--- src/rtl/adventure_pkg.sv ---
// adventure_pkg: room/direction types and the fixed seven-room map shared by the adventure engine.
`default_nettype none

package adventure_pkg;

    typedef enum logic [2:0] {
        CAVE    = 3'd0,
        TUNNEL  = 3'd1,
        RIVER   = 3'd2,
        ARMORY  = 3'd3,
        DRAGON  = 3'd4,
        VICTORY = 3'd5,
        DEATH   = 3'd6,
        ILLEGAL = 3'd7
    } room_t;

    typedef enum logic [3:0] {
        DIR_NONE = 4'b0000,
        DIR_N    = 4'b1000,
        DIR_S    = 4'b0100,
        DIR_E    = 4'b0010,
        DIR_W    = 4'b0001
    } dir_t;

    // A blocked direction (and every terminal room) returns the current room unchanged.
    function automatic room_t next_room(input room_t cur, input dir_t dir, input logic has_sword);
        room_t dest;
        dest = cur;
        case (cur)
            CAVE:   if (dir == DIR_S) dest = TUNNEL;
            TUNNEL: begin
                if (dir == DIR_S)      dest = RIVER;
                else if (dir == DIR_W) dest = CAVE;
            end
            RIVER:  begin
                if (dir == DIR_N)      dest = TUNNEL;
                else if (dir == DIR_W) dest = ARMORY;
                else if (dir == DIR_E) dest = DRAGON;
            end
            ARMORY: if (dir == DIR_E) dest = RIVER;
            DRAGON: begin
                if (dir == DIR_W)      dest = ARMORY;
                else if (dir == DIR_E) dest = has_sword ? VICTORY : DEATH;
            end
            default: dest = cur;
        endcase
        return dest;
    endfunction

endpackage

`default_nettype wire

--- src/rtl/adventure_dir_decode.sv ---
// adventure_dir_decode: registers the N/S/E/W buttons and turns them into a single validated press.
`default_nettype none

module adventure_dir_decode
    import adventure_pkg::*;
#(
    parameter int EDGE_MODE = 1
) (
    input  logic       clk,
    input  logic       reset,
    input  logic       start_i,
    input  logic [3:0] btn_i,
    output logic       valid_o,
    output dir_t       dir_o
);

    logic [3:0] dir_q;
    logic [3:0] press;

    always_ff @(posedge clk or posedge reset) begin
        if (reset)        dir_q <= '0;
        else if (start_i) dir_q <= '0;
        else              dir_q <= btn_i;
    end

    generate
        if (EDGE_MODE != 0) begin : g_edge
            logic [3:0] dir_qq;
            always_ff @(posedge clk or posedge reset) begin
                if (reset)        dir_qq <= '0;
                else if (start_i) dir_qq <= '0;
                else              dir_qq <= dir_q;
            end
            assign press = dir_q & ~dir_qq;
        end else begin : g_level
            assign press = dir_q;
        end
    endgenerate

    // Chords of two or more buttons are dropped entirely rather than resolved.
    assign valid_o = $onehot(press);
    assign dir_o   = valid_o ? dir_t'(press) : DIR_NONE;

endmodule

`default_nettype wire

--- src/rtl/adventure_engine.sv ---
// adventure_engine: seven-room walk with sword pickup, saturating move counter, move budget and sticky WIN/DIE.
`default_nettype none

module adventure_engine
    import adventure_pkg::*;
#(
    parameter int MOVE_W    = 8,
    parameter int MAX_MOVES = 20,
    parameter int EDGE_MODE = 1
) (
    input  logic              clk,
    input  logic              reset,
    input  logic              start,
    input  logic              N,
    input  logic              S,
    input  logic              E,
    input  logic              W,
    output logic [2:0]        room,
    output logic              sword,
    output logic [MOVE_W-1:0] moves,
    output logic              WIN,
    output logic              DIE
);

    localparam logic [MOVE_W-1:0] MOVES_SAT = '1;
    localparam logic [MOVE_W-1:0] BUDGET    = MOVE_W'(MAX_MOVES);

    logic              press_valid;
    dir_t              press_dir;
    room_t             room_q, room_d, dest;
    logic              sword_q, sword_d;
    logic [MOVE_W-1:0] moves_q, moves_d;
    logic              win_q, win_d, die_q, die_d;

    adventure_dir_decode #(
        .EDGE_MODE (EDGE_MODE)
    ) u_dir_decode (
        .clk     (clk),
        .reset   (reset),
        .start_i (start),
        .btn_i   ({N, S, E, W}),
        .valid_o (press_valid),
        .dir_o   (press_dir)
    );

    always_comb begin
        room_d  = room_q;
        sword_d = sword_q;
        moves_d = moves_q;
        dest    = next_room(room_q, press_dir, sword_q);
        if (room_q == ILLEGAL) begin
            room_d = CAVE;
        end else if (press_valid && (dest != room_q)) begin
            moves_d = (moves_q == MOVES_SAT) ? moves_q : moves_q + 1'b1;
            room_d  = dest;
            // Running out of budget kills the player unless that last move wins.
            if ((MAX_MOVES != 0) && (moves_d == BUDGET) && (dest != VICTORY))
                room_d = DEATH;
            if (room_d == ARMORY)
                sword_d = 1'b1;
        end
        win_d = (room_d == VICTORY);
        die_d = (room_d == DEATH);
    end

    always_ff @(posedge clk or posedge reset) begin
        if (reset) begin
            room_q  <= CAVE;
            sword_q <= 1'b0;
            moves_q <= '0;
            win_q   <= 1'b0;
            die_q   <= 1'b0;
        end else if (start) begin
            room_q  <= CAVE;
            sword_q <= 1'b0;
            moves_q <= '0;
            win_q   <= 1'b0;
            die_q   <= 1'b0;
        end else begin
            room_q  <= room_d;
            sword_q <= sword_d;
            moves_q <= moves_d;
            win_q   <= win_d;
            die_q   <= die_d;
        end
    end

    assign room  = room_q;
    assign sword = sword_q;
    assign moves = moves_q;
    assign WIN   = win_q;
    assign DIE   = die_q;

endmodule

`default_nettype wire

--- config.mk ---
export PLATFORM = sky130hd
export DESIGN_NAME = adventure_engine
export DESIGN_NICKNAME = d
export VERILOG_FILES = /design/src/rtl/adventure_pkg.sv /design/src/rtl/adventure_dir_decode.sv /design/src/rtl/adventure_engine.sv
export SDC_FILE = /design/constraint.sdc
export NUM_CORES = 1
export LEC_CHECK = 0
export BUFFER_PORTS_ARGS = -buffer_cell sky130_fd_sc_hd__buf_2
export CAP_MARGIN = 20
export CORE_ASPECT_RATIO = 1.2
export CORE_UTILIZATION = 55
export CTS_BUF_LIST = sky130_fd_sc_hd__clkbuf_2 sky130_fd_sc_hd__clkbuf_4 sky130_fd_sc_hd__clkbuf_8
export DETAILED_ROUTE_END_ITERATION = 7
export PLACE_DENSITY = 0.76
export SYNTH_ARGS = -nofsm -noshare
export SYNTH_HDL_FRONTEND = slang
export SYNTH_SLANG_ARGS = --single-unit
--- constraint.sdc ---
create_clock -name clk -period 4.3 [get_ports clk]
set_input_delay 0.215 -clock clk [delete_from_list [all_inputs] [get_ports clk]]
set_output_delay 0.215 -clock clk [all_outputs]
set_load 0.1 [all_outputs]
-- Word-level counts from Yosys, hierarchy flattened
Index checks and enable logic that the tools add are counted.
- input port bits: 7
- output and inout bits: 14
- logic and storage cells: 68
- flip-flop bits (word level): 22
- eq/ne operators: 18
- $add $sub $neg: 4
- bitwise gates (word level): 2
- reduce and logical (&&, ||, !) cells: 7
- multiplexer cells: 30
- operators by type and width (kind ; count):
    $mux W3 ; 15
    $mux W8 ; 4
    $pmux W3 S5 ; 1
    $eq A3 B3 Y1 const B ; 4
    $mux W4 ; 3
    $eq A3 B2 Y1 const B ; 3
    $add A8 B1 Y8 const B ; 1
    $eq A8 B5 Y1 const B ; 1
    $eq A8 B8 Y1 const B ; 1
    $eq A3 B1 Y1 const B ; 2
    $mux W1 ; 6
    $add A1 B1 Y2 ; 2
    $and A4 B4 Y4 ; 1
    $eq A4 B1 Y1 const B ; 1
    $eq A4 B2 Y1 const B ; 1
    $eq A4 B3 Y1 const B ; 1
    $eq A4 B4 Y1 const B ; 1
    $not A4 Y4 ; 1
    $reduce_bool A2 Y1 ; 2
    $add A3 B3 Y3 ; 1
    $logic_not A3 Y1 ; 1
    $ne A3 B3 Y1 ; 1
    $ne A3 B3 Y1 const B ; 1
    $reduce_and A3 Y1 ; 1
    4 further kinds ; 5

-- Depth between registers and ports, before layout
- depth in word-level cells: 21
- mapped depth: 15
- depth with buffers taken out: 13

-- By module
From an unflattened synthesis, not the netlist that was laid out.
- cell total of the unflattened synthesis: 178
- area total of the unflattened synthesis: 1695.4 µm²
- by module, submodules not included (module ; cells an instance ; area each (µm²) ; instances):
    adventure_engine ; 148 ; 1312.5 ; 1
    adventure_dir_decode ; 30 ; 382.9 ; 1

-- Worst setup path before layout
Ideal clock, no wire load.
- kind: reg2reg
- start: register u_dir_decode.g_edge.dir_qq[0]
- end: register moves_q[0] (netlist: moves[0])
- slack: 445 ps
- arrival time: 3727 ps
- path buffers: 1
- cell stages (with the launch flop): 15
- required time: 4172 ps
- period minus slack after synthesis: 3855 ps
- path through: dfrtp_1 > or2b_1 > inv_2 > ha_1 > ha_1 > fa_1 > or3b_1 > buf_6 > nor3_4 > nand3_2 > nor2b_1 > or4_4 > and4_4 > nor2_4 > mux2_1
- longest elaborated chain between the ends: 15
- RTL lines (element ; RTL line ; source):
    start: declaration ; adventure_dir_decode.sv:28 ; logic [3:0] dir_qq;
    start signal: assignment ; adventure_dir_decode.sv:32 ; else dir_qq <= dir_q;
    $not A4 Y4 (*) ; adventure_dir_decode.sv:34 ; assign press = dir_q & ~dir_qq;
    $and A4 B4 Y4 (*) ; adventure_dir_decode.sv:34 ;
    $add A1 B1 Y2 (implied by the code) ; adventure_dir_decode.sv:41 ; assign valid_o = $onehot(press);
    $add A3 B3 Y3 (implied by the code) ; adventure_dir_decode.sv:41 ;
    $eq A3 B1 Y1 ; adventure_dir_decode.sv:41 ;
    $mux W4 ; adventure_dir_decode.sv:42 ; assign dir_o = valid_o ? dir_t'(press) : DIR_NONE;
    $eq A4 B2 Y1 ; adventure_pkg.sv:38, adventure_pkg.sv:40, adventure_pkg.sv:43 ;
    $mux W3 ; adventure_pkg.sv:38 ; else if (dir == DIR_E) dest = DRAGON;
    $mux W3 ; adventure_pkg.sv:37 ; else if (dir == DIR_W) dest = ARMORY;
    $mux W3 ; adventure_pkg.sv:36 ; if (dir == DIR_N) dest = TUNNEL;
    $pmux W3 S5 ; adventure_pkg.sv:29 ; case (cur)
    $ne A3 B3 Y1 ; adventure_engine.sv:53 ; end else if (press_valid && (dest != room_q)) begin
    $logic_and A1 B1 Y1 (*) ; adventure_engine.sv:53 ;
    $reduce_bool A2 Y1 (no line) (*) ; - ;
    $reduce_and A2 Y1 (no line) (*) ; - ;
    end signal: assignment ; adventure_engine.sv:82 ; moves_q <= moves_d;
    end: declaration ; adventure_engine.sv:32 ; logic [MOVE_W-1:0] moves_q, moves_d;
Every way passes the cells marked *; elsewhere a longest branch is shown, timed or not.
A chain may end at the register's enable or synchronous reset.

-- Worst setup path after layout
- start: register u_dir_decode.dir_q[0]
- end: register room_q[2] (netlist: room[2])
- longest elaborated chain between the ends: 18
- RTL lines (element ; RTL line ; source):
    start: declaration ; adventure_dir_decode.sv:17 ; logic [3:0] dir_q;
    start signal: assignment ; adventure_dir_decode.sv:23 ; else dir_q <= btn_i;
    $and A4 B4 Y4 (*) ; adventure_dir_decode.sv:34 ;
    $add A1 B1 Y2 (implied by the code) ; adventure_dir_decode.sv:41 ;
    $add A3 B3 Y3 (implied by the code) ; adventure_dir_decode.sv:41 ;
    $eq A3 B1 Y1 ; adventure_dir_decode.sv:41 ;
    $mux W4 ; adventure_dir_decode.sv:42 ;
    $eq A4 B2 Y1 ; adventure_pkg.sv:38, adventure_pkg.sv:40, adventure_pkg.sv:43 ;
    $mux W3 ; adventure_pkg.sv:38 ;
    $mux W3 ; adventure_pkg.sv:37 ;
    [... 2 more ...] ; - ;
    $ne A3 B3 Y1 ; adventure_engine.sv:57 ; if ((MAX_MOVES != 0) && (moves_d == BUDGET) && (dest != VICTORY))
    $logic_and A1 B1 Y1 ; adventure_engine.sv:57 ;
    $mux W3 ; adventure_engine.sv:57 ;
    $mux W3 ; adventure_engine.sv:53 ;
    $mux W3 ; adventure_engine.sv:51 ; if (room_q == ILLEGAL) begin
    $mux W3 (*) ; adventure_engine.sv:53 ;
    $mux W3 (*) ; adventure_engine.sv:51 ;
    $mux W3 (*) ; adventure_engine.sv:73 ; end else if (start) begin
    end signal: assignment ; adventure_engine.sv:80 ; room_q <= room_d;
    end: declaration ; adventure_engine.sv:30 ; room_t room_q, room_d, dest;
Every way passes the cells marked *; elsewhere a longest branch is shown, timed or not. The select of a mux whose other input is x is not followed.

==> summary.md <==
| Metric | Value |
|---|---|
| Status | `finished clean` |
| Initial cell density of the core | `59.1%` |
| Worst Hold Class | `input pin to asynchronous set/reset pin` |
| CTS tree | `built` |
| Depth of the worst register-to-register path | `14` |
| Grt total ovfl | `0` |
| Cell with the most instances on the worst path | `ha_1` |
| Share of power burned in registers | `31.6%` |
| Multi-input combinational cell area | `1050 µm²` |
| Synthesized area per cell | `8.72 µm²` |
| Via count of the first global-routing pass | `1444` |
| Clock Root Buffer | `clkbuf_4` |
| Achievable Freq | `0.249 GHz` |
| Skew final | `0.00748 ns` |
| Largest net degree at the start of global routing | `24` |
| Share of flip-flops with an asynchronous set or reset | `100%` |
| # fillers | `239` |
| Tightest slew margin relative to the limit | `46.6%` |
| Number of max-cap violations | `0` |
| Cell area after layout | `1870 µm²` |
| Setup repair after global routing missed its margin | `no` |
| Psw | `396 µW` |
| Clock latency on the worst-skew pair | `0.29 ns` |
| Post-Synthesis Net Count | `206` |
| Post-synthesis instance total | `194` |
| Fraction of layout cells with a size suffix above 1 | `25.0%` |
| Initial antenna violation count | `0` |
| Worst endpoint required time | `4.50 ns` |
| Pre-antenna DRT Iters | `4` |
| Maximum buffer depth of the clock tree | `2` |
| Final critical delay including setup and external delays | `4.02 ns` |
| End of the worst register-to-register path | `room[2]` |
| Sequential element share of the synthesized area | `32.5%` |
| Number of post-CTS setup repair buffers | `0` |
| Clock network power share | `17.5%` |
| Maximum vdd ir drop | `0.376 mV` |
| Via density per instance | `6.22` |
| Clock edge transition at the registers on the reported setup and hold paths | `0.12 ns` |
| Cell family contributing the most delay on the critical path | `simple AND/OR/NAND/NOR gates` |
| Startpoint of the worst register-to-register path | `u_dir_decode.dir_q[0]` |
| Worst Setup End Kind | `register` |
| Sink Count | `22` |
| Final number of hold-violating endpoints | `0` |
| Floorplan Core Area | `2860 µm²` |
| Cts hold-fix bufs | `0` |
| Die H | `62.8 µm` |
| Via count | `1529` |
| Setup total negative slack | `0 ns` |
| Synth Warn # | `0` |
| Number of core rows | `21` |
| Actual slew at the worst max-slew pin | `0.801 ns` |
| Cell-internal power | `469 µW` |
| Net Sw Frac | `45.8%` |
| Placement Cell Area | `1810 µm²` |
| Crit path max fanout | `15` |
| Max Slew Vio Count | `0` |
| Kind of critical path | `register to register` |
| First-iteration detailed-routing DRC count | `53` |
| Main flop type after synthesis | `dfrtp_1` |
| Power per cell area | `463 nW/µm²` |
| Number of input and output port buffers inserted | `20` |
| Half-perimeter wire length after placement | `2850 µm` |
| Detailed Route WL | `3860 µm` |
| Area growth from synthesis to layout | `10.4%` |
| Number of failing setup endpoints in the final timing report | `0` |
| Buffer and inverter count on the worst path | `2` |
| Routability cong. | `0.889` |
| Number of unique standard cell types used by synthesis | `56` |
| Max stage delay on crit path | `0.48 ns` |
| Detail Route Antenna Nets | `0` |
| DRC errors left | `0` |
| Level count of the clock H-tree | `1` |
| Number of diodes added for antenna fixing | `0` |
| Number of enable flip-flop cells after synthesis | `0` |
| Global-route total usage across every layer | `25.6%` |
| Kind of start point of the critical path | `register` |
| P_leak | `0.856 nW` |
| Detail-routed net length per standard cell | `15.7 µm` |
| Inserted Clock Buffers | `3` |
| Die area | `3300 µm²` |
| Number of nets in the finished design | `225` |
| Global-route wire length before repair | `6470 µm` |
| Reg-to-reg slack, setup | `0.28 ns` |
| Worst EP arrival | `4.22 ns` |
| CP max stage cell | `or3b_4` |
| #FFs+latches synth | `22` |
| Netlist area before placement | `1690 µm²` |
| Sequential cell area | `551 µm²` |
| Share of the cycle needed by the critical path after routing | `93.5%` |
| Number of I/O pins | `21` |
| Comb power frac | `50.9%` |
| Cells traversed along the worst timing path | `or2b_1 > inv_2 > ha_1 > ha_1 > fa_1 > or3b_4 > nor3b_2 > a311o_1 > nor2b_1 > or4_4 > nand4_4 > buf_6 > nor3_2 > a2111oi_2` |
| Width of the die | `52.6 µm` |
==> cell usage in the layout, fill, tap and decap left out, drive strengths merged, types with 2 or more instances in the layout <==
cell type  netlist  final
and3             4      4
nor3b            2      2
nand2           16     16
a21oi           11     11
o21ai            9      9
a211oi           5      5
nor4b            4      4
a41oi            4      4
a31oi            2      2
a311o            2      2
nor2b           11     11
o21a             2      2
o31ai            2      2
mux2i            2      2
clkbuf           6      3
nand4            5      5
nor3             8      8
dfrtp           22     22
a32oi            2      2
nor4             4      4
or3b             2      2
nand3            9      9
ha               4      4
xnor2            2      2
nand2b           6      6
nor2            21     21
buf              5     25
inv              9      9
==> power by group through the flow <==
stage / Sequential, mW / Clock, mW / Combinational [mW]
after floorplan: 0.341 / 0 / 0.305
after global placement: 0.275 / 0 / 0.421
after detailed placement: 0.276 / 0 / 0.430
after CTS: 0.272 / 0.155 / 0.431
after global routing: 0.278 / 0.162 / 0.470
final: 0.273 / 0.152 / 0.440
==> metal layers <==
| layer | GRT usage [%] | vias to the layer above | share of wire (%) |
|---|---|---|---|
| met4 | 7.89 | 0 | 2.5 |
| met1 | 33.4 | 728 | 43 |
| met2 | 44.0 | 42 | 51 |
| li1 | - | 749 | - |
| met3 | 1.70 | 10 | 2.9 |
| met5 | 0 | - | 0 |
==> flip-flops by register name, indices dropped and copies added, names as in the netlist <==
name	flops
room	3
u_dir_decode.g_edge.dir_qq	4
u_dir_decode.dir_q	4
moves	8
DIE	1
WIN	1
sword	1
==> synth_stat cells, types with 2 or more instances <==
cell	instances	area share, %
a211oi_1	2	0.89
a211oi_2	3	2.2
a21oi_1	8	2.4
a21oi_2	3	1.6
a311o_1	2	1.2
a31oi_1	2	0.74
a32oi_1	2	1.0
a41oi_1	4	2.1
and3_1	4	1.5
buf_2	2	0.59
clkbuf_1	6	1.3
dfrtp_1	22	33
ha_1	4	3.0
inv_1	6	1.3
inv_2	3	0.67
nand2_1	16	3.6
nand2b_1	6	2.2
nand3_1	8	2.4
nand4_1	4	1.5
nor2_1	20	4.4
nor2b_1	11	4.1
nor3_1	6	1.8
nor4_1	4	1.5
nor4b_1	4	2.1
o21a_1	2	0.89
o21ai_0	6	1.8
o21ai_1	2	0.59
o31ai_1	2	0.89
or3b_1	2	1.0
xnor2_1	2	1.0
==> stage by stage <==
stage / hold WS, ns / power [mW] / worst slack (ns) / util [%] / std cells
5_1_grt: 0.114 / 0.910 / 0.0421 / 65.2 / 246
3_3_place_gp: 0.391 / 0.696 / 0.265 / 63.2 / 242
4_1_cts: 0.0682 / 0.858 / 0.129 / 65.0 / 246
2_1_floorplan: 0.204 / 0.645 / 0.445 / - / 194
6_report: 0.0516 / 0.865 / 0.281 / 65.2 / 246
3_5_place_dp: 0.402 / 0.706 / 0.151 / 63.2 / 242
==> area by class of cell <==
class                           count  area share (%)
Inverter                            9            1.81
Clock buffer                        3            1.21
Sequential cell                    22            29.5
Multi-Input combinational cell    152            56.1
Timing Repair Buffer               25            7.57
Clock inverter                      1            1.61
Tap cell                           34            2.28
==> how the worst max path moves through the flow <==
stage                                        startpoint  endpoint  slack [ns]  depth (start not counted)
final                             u_dir_decode.dir_q[0]   room[2]        0.28                         14
after floorplan           u_dir_decode.g_edge.dir_qq[0]  moves[0]        0.45                         14
after global routing      u_dir_decode.g_edge.dir_qq[0]   room[2]        0.04                         14
after global placement    u_dir_decode.g_edge.dir_qq[0]   room[2]        0.26                         14
after CTS                         u_dir_decode.dir_q[0]   room[2]        0.13                         14
after detailed placement          u_dir_decode.dir_q[0]   room[2]        0.15                         14
==> worst reg2reg max path: cells and delay by family, from the launching register on <==
family,cells,cell delay [ns]
and+or+nand+nor,7,1.69
DFF,1,0.38
AOI/OAI and AO/OA,2,0.59
buffers and inverters,2,0.31
adders and majority gates,3,0.95
==> timing repair <==
action,in CTS,in global routing
endpoints found under the hold margin,0,0
resized for setup,0,2
endpoints found under the setup margin,0,4
==> kinds of logic (layout without fill, tap and decap cells) <==
kind of cell	count (synthesis)	in the layout	synth area share (%)
mux	3	3	2.07
simple gates	97	97	34.0
flops	22	22	32.5
buf+inv	20	38	5.69
fa+ha+maj	5	5	4.14
compound gates	44	44	20.0
xor+xnor	3	3	1.55
Power figures use the tool's default switching activity.
